<file path="config.mk">
export PLATFORM = sky130hd
export DESIGN_NAME = dmac_write_req_gen
export DESIGN_NICKNAME = d
export VERILOG_FILES = /design/src/rtl/axi4_pkg.sv /design/src/rtl/dmac_outstanding_cnt.sv /design/src/rtl/dmac_write_req_gen.sv
export SDC_FILE = /design/constraint.sdc
export NUM_CORES = 1
export LEC_CHECK = 0
export ABC_AREA = 1
export CAP_MARGIN = 0
export CELL_PAD_IN_SITES_DETAIL_PLACEMENT = 1
export CELL_PAD_IN_SITES_GLOBAL_PLACEMENT = 1
export CORE_MARGIN = 10
export CORE_UTILIZATION = 41
export DETAILED_ROUTE_END_ITERATION = 8
export GPL_ROUTABILITY_DRIVEN = 0
export PLACE_DENSITY_LB_ADDON = 0.1
export SETUP_SLACK_MARGIN = 0.5
export SYNTH_ARGS = -nofsm -noshare
export SYNTH_HDL_FRONTEND = slang
export SYNTH_SLANG_ARGS = --single-unit
</file>
<file path="constraint.sdc">
create_clock -name clk -period 5.1 [get_ports clk]
set_clock_uncertainty 0.05 [all_clocks]
set_input_delay 0.51 -clock clk [delete_from_list [all_inputs] [get_ports clk]]
set_output_delay 0.51 -clock clk [all_outputs]
set_load 0.02 [all_outputs]
</file>
<file path="src/rtl/axi4_pkg.sv">
// Shared AXI4 encodings and field widths used by the DMA write path.
// Constants only; no logic, no latency.
package axi4_pkg;

   localparam int BURST_BITS = 2;
   localparam int LEN_BITS   = 8;
   localparam int SIZE_BITS  = 3;
   localparam int RESP_BITS  = 2;

   localparam logic [BURST_BITS-1:0] BURST_FIXED = 2'b00;
   localparam logic [BURST_BITS-1:0] BURST_INCR  = 2'b01;
   localparam logic [BURST_BITS-1:0] BURST_WRAP  = 2'b10;

   localparam logic [RESP_BITS-1:0] RESP_OKAY   = 2'b00;
   localparam logic [RESP_BITS-1:0] RESP_EXOKAY = 2'b01;
   localparam logic [RESP_BITS-1:0] RESP_SLVERR = 2'b10;
   localparam logic [RESP_BITS-1:0] RESP_DECERR = 2'b11;

   localparam int BOUNDARY_4K     = 4096;
   localparam int FIXED_MAX_BEATS = 16;

endpackage

</file>
<file path="src/rtl/dmac_outstanding_cnt.sv">
// Saturating count of issued-but-unanswered bursts; updates one cycle after inc/dec.
// Never wraps: inc ignored at MAX_OUT, dec ignored at zero; simultaneous inc+dec holds.
module dmac_outstanding_cnt #(
   parameter int MAX_OUT = 8,
   parameter int CNT_W   = $clog2(MAX_OUT + 1)
) (
   input  logic             clk,
   input  logic             rst,
   input  logic             inc,
   input  logic             dec,
   output logic [CNT_W-1:0] count,
   output logic             full,
   output logic             empty
);

   logic [CNT_W-1:0] r_count;
   logic             w_inc;
   logic             w_dec;

   assign w_inc = inc && (r_count != CNT_W'(MAX_OUT));
   assign w_dec = dec && (r_count != '0);

   always_ff @(posedge clk or negedge rst) begin
      if (!rst) begin
         r_count <= '0;
      end else if (w_inc && !w_dec) begin
         r_count <= r_count + CNT_W'(1);
      end else if (w_dec && !w_inc) begin
         r_count <= r_count - CNT_W'(1);
      end
   end

   assign count = r_count;
   assign full  = (r_count == CNT_W'(MAX_OUT));
   assign empty = (r_count == '0);

endmodule

</file>
<file path="src/rtl/dmac_write_req_gen.sv">
// Splits a DMA write command into 4 KB-safe AXI bursts and reports completion once all B responses return.
// One SPLIT cycle per burst; stalls on wr_req_ready and on MAX_OUTSTANDING unanswered bursts.
module dmac_write_req_gen
   import axi4_pkg::*;
#(
   parameter int ADDR_WD         = 32,
   parameter int DATA_WD         = 32,
   parameter int MAX_BURST_LEN   = 16,
   parameter int MAX_OUTSTANDING = 8
) (
   input  logic                  clk,
   input  logic                  rst,
   input  logic                  cmd_in_valid,
   output logic                  cmd_in_ready,
   input  logic [ADDR_WD-1:0]    cmd_in_dst_addr,
   input  logic [BURST_BITS-1:0] cmd_in_burst,
   input  logic [ADDR_WD-1:0]    cmd_in_len,
   input  logic [SIZE_BITS-1:0]  cmd_in_size,
   output logic                  wr_req_valid,
   input  logic                  wr_req_ready,
   output logic [ADDR_WD-1:0]    wr_req_addr,
   output logic [BURST_BITS-1:0] wr_req_burst,
   output logic [LEN_BITS-1:0]   wr_req_len,
   output logic [SIZE_BITS-1:0]  wr_req_size,
   input  logic                  wr_resp_valid,
   input  logic [RESP_BITS-1:0]  wr_resp,
   output logic                  done_valid,
   output logic                  done_err
);

   localparam int STRB_WD = DATA_WD / 8;
   localparam int CNT_W   = $clog2(MAX_OUTSTANDING + 1);

   typedef enum logic [1:0] {S_IDLE, S_SPLIT, S_ISSUE, S_DRAIN} state_e;

   state_e                r_state;
   logic [ADDR_WD-1:0]    r_addr;
   logic [BURST_BITS-1:0] r_burst;
   logic [SIZE_BITS-1:0]  r_size;
   logic [ADDR_WD-1:0]    r_rem;
   logic [8:0]            r_beats;
   logic                  r_err;
   logic                  r_cmd_rdy;
   logic                  r_req_vld;
   logic [ADDR_WD-1:0]    r_req_addr;
   logic [BURST_BITS-1:0] r_req_burst;
   logic [LEN_BITS-1:0]   r_req_len;
   logic [SIZE_BITS-1:0]  r_req_size;
   logic                  r_done_vld;
   logic                  r_done_err;

   logic [CNT_W-1:0]      w_count;
   logic                  w_cnt_full;
   logic                  w_cnt_empty;
   logic                  w_hs;
   logic                  w_resp_ok;
   logic                  w_resp_err;
   logic                  w_cmd_bad;
   logic                  w_can_issue;
   logic [12:0]           w_bnd_bytes;
   logic [12:0]           w_bnd_beats;
   logic [12:0]           w_lim;
   logic [8:0]            w_beats;

   assign w_hs        = r_req_vld && wr_req_ready;
   assign w_resp_ok   = wr_resp_valid && (w_count != '0);
   assign w_resp_err  = w_resp_ok && ((wr_resp == RESP_SLVERR) || (wr_resp == RESP_DECERR));
   // A response landing this cycle frees a slot, so a full counter need not cost an extra cycle.
   assign w_can_issue = !w_cnt_full || w_resp_ok;
   assign w_cmd_bad   = !((cmd_in_burst == BURST_INCR) || (cmd_in_burst == BURST_FIXED)) ||
                        ((32'd1 << cmd_in_size) > 32'(STRB_WD));

   assign w_bnd_bytes = 13'(BOUNDARY_4K) - {1'b0, r_addr[11:0]};
   assign w_bnd_beats = w_bnd_bytes >> r_size;

   always_comb begin
      w_lim = (r_burst == BURST_FIXED) ? 13'(FIXED_MAX_BEATS) : 13'(MAX_BURST_LEN);
      // An unaligned start in the last bytes of a page still issues one beat rather than stalling.
      if ((r_burst == BURST_INCR) && (w_bnd_beats < w_lim)) begin
         w_lim = (w_bnd_beats == '0) ? 13'd1 : w_bnd_beats;
      end
      w_beats = (r_rem < ADDR_WD'(w_lim)) ? r_rem[8:0] : w_lim[8:0];
   end

   dmac_outstanding_cnt #(
      .MAX_OUT (MAX_OUTSTANDING)
   ) u_outstanding (
      .clk   (clk),
      .rst   (rst),
      .inc   (w_hs),
      .dec   (wr_resp_valid),
      .count (w_count),
      .full  (w_cnt_full),
      .empty (w_cnt_empty)
   );

   always_ff @(posedge clk or negedge rst) begin
      if (!rst) begin
         r_state     <= S_IDLE;
         r_addr      <= '0;
         r_burst     <= '0;
         r_size      <= '0;
         r_rem       <= '0;
         r_beats     <= '0;
         r_err       <= 1'b0;
         r_cmd_rdy   <= 1'b0;
         r_req_vld   <= 1'b0;
         r_req_addr  <= '0;
         r_req_burst <= '0;
         r_req_len   <= '0;
         r_req_size  <= '0;
         r_done_vld  <= 1'b0;
         r_done_err  <= 1'b0;
      end else begin
         r_done_vld <= 1'b0;
         r_done_err <= 1'b0;
         if (w_resp_err) begin
            r_err <= 1'b1;
         end
         case (r_state)
            S_IDLE: begin
               r_cmd_rdy <= 1'b1;
               if (r_cmd_rdy && cmd_in_valid) begin
                  r_addr  <= cmd_in_dst_addr;
                  r_burst <= cmd_in_burst;
                  r_size  <= cmd_in_size;
                  r_rem   <= cmd_in_len;
                  r_err   <= 1'b0;
                  if (w_cmd_bad) begin
                     r_done_vld <= 1'b1;
                     r_done_err <= 1'b1;
                  end else begin
                     r_cmd_rdy <= 1'b0;
                     r_state   <= (cmd_in_len == '0) ? S_DRAIN : S_SPLIT;
                  end
               end
            end
            S_SPLIT: begin
               if (w_can_issue) begin
                  r_beats     <= w_beats;
                  r_req_vld   <= 1'b1;
                  r_req_addr  <= r_addr;
                  r_req_burst <= r_burst;
                  r_req_len   <= LEN_BITS'(w_beats - 9'd1);
                  r_req_size  <= r_size;
                  r_state     <= S_ISSUE;
               end
            end
            S_ISSUE: begin
               if (wr_req_ready) begin
                  r_req_vld <= 1'b0;
                  r_rem     <= r_rem - ADDR_WD'(r_beats);
                  if (r_burst == BURST_INCR) begin
                     r_addr <= r_addr + (ADDR_WD'(r_beats) << r_size);
                  end
                  r_state <= (r_rem == ADDR_WD'(r_beats)) ? S_DRAIN : S_SPLIT;
               end
            end
            S_DRAIN: begin
               if (w_cnt_empty) begin
                  r_done_vld <= 1'b1;
                  r_done_err <= r_err;
                  r_cmd_rdy  <= 1'b1;
                  r_state    <= S_IDLE;
               end
            end
            default: r_state <= S_IDLE;
         endcase
      end
   end

   assign cmd_in_ready = r_cmd_rdy;
   assign wr_req_valid = r_req_vld;
   assign wr_req_addr  = r_req_addr;
   assign wr_req_burst = r_req_burst;
   assign wr_req_len   = r_req_len;
   assign wr_req_size  = r_req_size;
   assign done_valid   = r_done_vld;
   assign done_err     = r_done_err;

endmodule

</file>
==> out/summary.txt, run 1 <==
Inserted Clock Buffers: 17
DRT iter0 DRCs: 452
FP Rows: 54
Max Cap Viol: 0
Routed length per placed instance: 18.0 um
Synth unique cells: 47
CTS tree: yes
Min-delay worst type: input port to asynchronous set/reset pin
Final setup TNS: 0 ns
Post-synthesis cell area: 9140 um2
First-pass DRT Iterations: 4
Most common cell after layout, fill and taps aside: nand2_1
Syn Inst Count: 1260
Skew-Pair Late Insertion Delay: 0.43 ns
Peak VDD IR: 0.322 mV
Most used cell along the critical path: nand2_1
Tmin final: 4.19 ns
H-Tree Depth: 4
Critical path data arrival time: 4.44 ns
Post-Route WL: 30000 um
CTS Root Cell: clkbuf_16
Worst Tran Pin Value: 1.16 ns
Total GRT Usage: 0.207
Die Area: 28700 um2
Power, Total: 7.62 mW
Synthesized flop and latch total: 134
Yosys warns: 0
Via Count: 8969
Residual DRC count: 0
Hpwl dp: 22100 um
Die H: 169 um
Largest net degree at the start of global routing: 99
Leak pwr: 5.19 nW
Initial antenna violation count: 2
Placed Area: 10600 um2
Crit. End Element: flop
RSZ-0062 raised after global routing: true
Max-slew headroom: 0.224
Vias in the first global route: 9438
Initial Util: 0.417
Status: finished, final reports clean
Clock slew at the register clock pins of the worst setup and hold paths: 0.07 ns
Final instance area: 11300 um2
CTS max path bufs: 2
FMAX: 0.238 GHz
Post-synth EDFFs: 0
Slew Limit Fails: 0
Fillers: 2744
First-pass GRT wire length: 48800 um
Layout Cells excl Fill: 1668
CP Max Fanout: 10
Inst Count DP: 1632
I/O Buffers: 123
Critical Path Start Type: flop
Post-route ant nets: 0
Die X-Extent: 169 um
Avg Synthesized Cell Area: 7.25 um2
Layout cells sized above 1: 0.0714
Quantity of hold-fixing buffers added after cts: 0
Io pins: 125
Sink Count: 134
Kind of critical path: flop to flop
Core area: 21900 um2
Crit share post-route: 0.822
Vias per cell: 5.38
Sequential area share after synthesis: 0.367
Fin util: 0.517
Critical Path RT: 5.34 ns
Final hold violations: 0
Register-to-Register Path Depth: 29
Power Density: 673 nW/um2
Slowest CP cell: dfrtp_4
Post-layout nets: 1500
Finish-stage setup viols: 0
Area grow syn2layout: 23.9%
Synth Flop Type: dfrtp_1
Grt total ovfl: 0
Largest stage delay, worst path: 0.49 ns
Asr flop ratio synth: 1.00
Most frequent cells in the layout: 267 x nand2_1, 166 x o21ai_0, 133 x dfrtp_1
==> timing repair <==
action / in CTS / in global routing
endpoints found under the setup margin: 0 / 13
buffers inserted: 0 / 4
resized for setup: 0 / 15
==> where the power goes <==
group | switching, mW | internal, mW | total (mW)
Clock | 0.524 | 0.772 | 1.30
Combinational | 2.71 | 1.57 | 4.28
Sequential | 0.488 | 1.56 | 2.05
Total | 3.72 | 3.91 | 7.62
==> critical path: cells and delay by family, from the launching register on <==
family,cells,cell delay [ns]
adders and majority gates,1,0.42
buffers and inverters,2,0.28
DFF,1,0.49
AOI/OAI and AO/OA,8,1.06
and+or+nand+nor,18,1.77
==> cell type report <==
type / instances / area, um2 / area share
multi-input combinational: 946 / 5140 / 0.454
sequential: 134 / 3360 / 0.296
timing repair buffer: 139 / 1350 / 0.119
inverter: 137 / 518 / 0.0458
clock buffer: 17 / 425 / 0.0376
tap: 280 / 350 / 0.0309
clock inverter: 14 / 175 / 0.0155
antenna: 1 / 2.50 / 0.000221
==> logic make-up (layout without fill, tap and decap cells) <==
family | Yosys count | in the layout | synth area share
AND/OR/NAND/NOR | 549 | 549 | 0.262
XOR/XNOR | 37 | 37 | 0.0355
AO/OA/AOI/OAI | 296 | 296 | 0.180
multiplexers | 7 | 7 | 0.00781
buffers and inverters | 187 | 307 | 0.0777
adder cells (fa/ha/maj) | 49 | 49 | 0.0696
flip-flops | 134 | 134 | 0.367
other | 1 | 9 | 0.000411
==> final timing paths <==
kind | from | slack (ns) | end
worst min register to register | wr_req_len[4] | 0.43 | wr_req_len[4]
worst max register to register | r_size[0] | 0.91 | r_addr[24]
min in group clk | wr_req_len[4] | 0.43 | wr_req_len[4]
worst max-delay path | r_size[0] | 0.91 | r_addr[24]
max in group asynchronous | rst | 3.78 | r_size[0]
worst min-delay path | rst | 0.11 | wr_req_addr[15]
==> synthesized netlist by cell type, types with 3 or more instances <==
cell type    n  area (um2)
a21o_1       3        22.5
a21oi_1     44         220
a31oi_1      5        31.3
and2_1       3        18.8
buf_1        3        11.3
buf_2        3        15.0
clkbuf_1    43         161
clkinv_1     5        18.8
dfrtp_1    134        3350
fa_1         3        60.1
ha_1        46         576
inv_1      127         477
inv_2        5        18.8
mux2i_1      6        60.1
nand2_1    269        1010
nand2_2     11        68.8
nand3_1     84         420
nand4_1     13        81.3
nor2_1     118         443
nor2_2       7        43.8
nor3_1      13        65.1
nor4_1      15        93.8
o211ai_1    18         135
o21a_1       3        22.5
o21ai_0    167         836
o21ai_1      9        45.0
o221ai_1    11        96.3
o22ai_1     29         181
or2_2        6        37.5
xnor2_1      5        43.8
xor2_1      32         280
==> routing by layer <==
layer,up-vias,share of wire,GRT usage
met5,-,0.00060,0
met4,2,0.022,0.0672
met3,40,0.039,0.0396
met2,142,0.49,0.353
met1,4349,0.45,0.258
li1,4436,-,-
==> per-stage QoR <==
stage	hold slack (ns)	worst slack, ns
3_5_place_dp	0.418	0.683
5_1_grt	0.189	0.465
2_1_floorplan	0.164	0.961
3_3_place_gp	0.414	0.790
4_1_cts	0.168	0.528
6_report	0.113	0.905
==> state kept, by name (all words and copies together), names as in the netlist, 3 cells and up <==
register	count
r_rem	32
u_outstanding.count	4
r_beats	9
r_addr	32
wr_req_len	8
r_size	3
wr_req_addr	32
wr_req_size	3
(Power assumes the default switching activity.)
==> run 2: changes to the inputs <==
clock period = 4.31 ns   (was 5.1 ns; I/O delays follow)
==> run 2 against run 1 <==
Against the previous run:
- the flow now finishes with violations (negative hold slack)
- power rose by 33%
- worst hold slack got worse by 0.14 ns
- core utilization rose by 5.5 points
- wire length rose by 13%
- combinational power rose by 44%
- non-clock buffer count rose by 77
- first-iteration DRC count rose by 54%
- critical path depth did not move
- largest power group unchanged
==> out/summary.txt, run 2 (same netlist as run 1, synthesis figures left out) <==
Power, Total: 10.1 mW
Die H: 169 um
Layout cells sized above 1: 0.192
First-pass DRT Iterations: 5
Slowest CP cell: dfrtp_2
Skew-Pair Late Insertion Delay: 0.43 ns
Post-route ant nets: 0
Initial Util: 0.417
DRT iter0 DRCs: 694
Most frequent cells in the layout: 235 x nand2_1, 147 x o21ai_0, 124 x dfrtp_1
H-Tree Depth: 4
Quantity of hold-fixing buffers added after cts: 0
Vias in the first global route: 9893
Met2 Wirelength: 17500 um
Critical Path Start Type: flop
Register area: 3370 um2
Area grow syn2layout: 37.1%
CTS tree: yes
RR Startpoint: r_size[0]
RSZ-0062 raised after global routing: true
CP Max Fanout: 6
Post-Route WL: 33900 um
Highest Signal Layer: met5
Register-to-Register Path Depth: 29
Switching share of power: 0.491
Kind of critical path: flop to flop
Status: finished with violations
Via Count: 9698
Critical Path RT: 4.57 ns
Flop2flop setup slack: 0.24 ns
Critical path data arrival time: 4.33 ns
FMAX: 0.246 GHz
Crit share post-route: 0.944
Clock power share: 0.154
Grt total ovfl: 0
NetSw: 4.98 mW
Largest net degree at the start of global routing: 99
Routed length per placed instance: 19.4 um
Vias per cell: 5.55
Reg2reg end: r_addr[30]
Min-delay worst type: input port to asynchronous set/reset pin
M1 WL: 14200 um
FP Rows: 54
Hold WS: -0.0227 ns
Die X-Extent: 169 um
Register share of total power: 0.239
Core area: 21900 um2
Sink Count: 134
Met3 routed WL: 1220 um
Logic gate share of total power: 0.607
Leak pwr: 5.69 nW
Worst setup path startpoint: r_size[0]
CTS Root Cell: clkbuf_16
Max Cap Viol: 0
Initial antenna violation count: 2
First-pass GRT wire length: 50800 um
Internal cell power: 5.17 mW
Max-slew headroom: 0.348
Io pins: 125
Worst Tran Pin Value: 0.978 ns
Most common cell after layout, fill and taps aside: nand2_1
Clock slew at the register clock pins of the worst setup and hold paths: 0.07 ns
Post-layout nets: 1577
Hpwl dp: 22400 um
Largest stage delay, worst path: 0.42 ns
Finish-stage setup viols: 0
DP Worst Slack: 0.191 ns
Slew Limit Fails: 0
Multi-input logic area: 5690 um2
Fillers: 2699
Total GRT Usage: 0.216
Crit. End Element: flop
Residual DRC count: 0
CTS max path bufs: 2
Die Area: 28700 um2
Tmin final: 4.07 ns
Most used cell along the critical path: nand2_1
I/O Buffers: 123
Inserted Clock Buffers: 17
Power Density: 810 nW/um2
Final hold violations: 20
Final setup margin: 0.240 ns
Peak VDD IR: 0.319 mV
Failing checks: negative hold slack
-- run 2: changes by cell type in the layout (fill, tap and decap cells not counted), moves of 13 or more --
cell,delta
nor2_1,-16
nand2_2,+21
o21ai_1,+13
nand3_2,+19
nand2_1,-32
o21ai_0,-19
nand3_1,-22
buf_4,+64
-- run 2: what timing repair did --
item,4_1_cts,5_1_grt
setup endpoints to repair,20,31
gates resized for setup,53,128
setup buffers,31,38
pin swaps,21,69
-- run 2: worst max-delay path by stage --
stage / depth (start not counted) / to / slack, ns
floorplan: 29 / r_addr[30] / 0.55
finish: 29 / r_addr[30] / 0.24
detailed placement: 31 / wr_req_len[2] / 0.19
global placement: 33 / wr_req_len[2] / 0.27
CTS: 29 / r_addr[24] / 0.50
global route: 29 / r_addr[30] / -0.002
-- run 2: power by group through the flow --
stage                     clock (mW)  sequential (mW)  combinational, mW
after floorplan                    0             2.47               3.36
after global placement             0             2.40               4.95
after detailed placement           0             2.41               5.12
after CTS                       1.58             2.39               5.51
after global routing            1.64             2.50               6.79
final                           1.56             2.43               6.16
-- run 2: routing by layer --
metal / up-vias / global-route usage
li1: 4606 / -
met2: 195 / 0.383
met1: 4830 / 0.259
met3: 65 / 0.0380
met5: - / 0
met4: 2 / 0.0638
-- run 2: layout make-up --
type | instances | share of cell area
Timing Repair Buffer | 216 | 0.158
Clock buffer | 19 | 0.0354
Clock inverter | 13 | 0.0137
Multi-Input combinational cell | 946 | 0.454
Sequential cell | 134 | 0.269
Tap cell | 280 | 0.0280
Inverter | 137 | 0.0415
Antenna cell | 1 | 0.000200
-- run 2: stage by stage --
step / cells / cell area, um2 / hold WS [ns] / utilization / setup TNS [ns]
global route: 1746 / 12500 / 0.0320 / 0.572 / -0.00180
global placement: 1644 / 10800 / 0.414 / 0.492 / 0
floorplan: 1267 / 9220 / 0.0854 / - / 0
CTS: 1707 / 11800 / 0.00547 / 0.539 / 0
finish: 1746 / 12500 / -0.0227 / 0.572 / 0
detailed placement: 1644 / 10800 / 0.424 / 0.492 / 0
-- run 2: worst max-delay path: cells and delay by family, from the launching register on --
kind / cells / cell delay, ns
AOI/OAI and AO/OA: 7 / 0.94
adders and majority gates: 2 / 0.65
buffers and inverters: 3 / 0.27
DFF: 1 / 0.42
and+or+nand+nor: 17 / 1.62
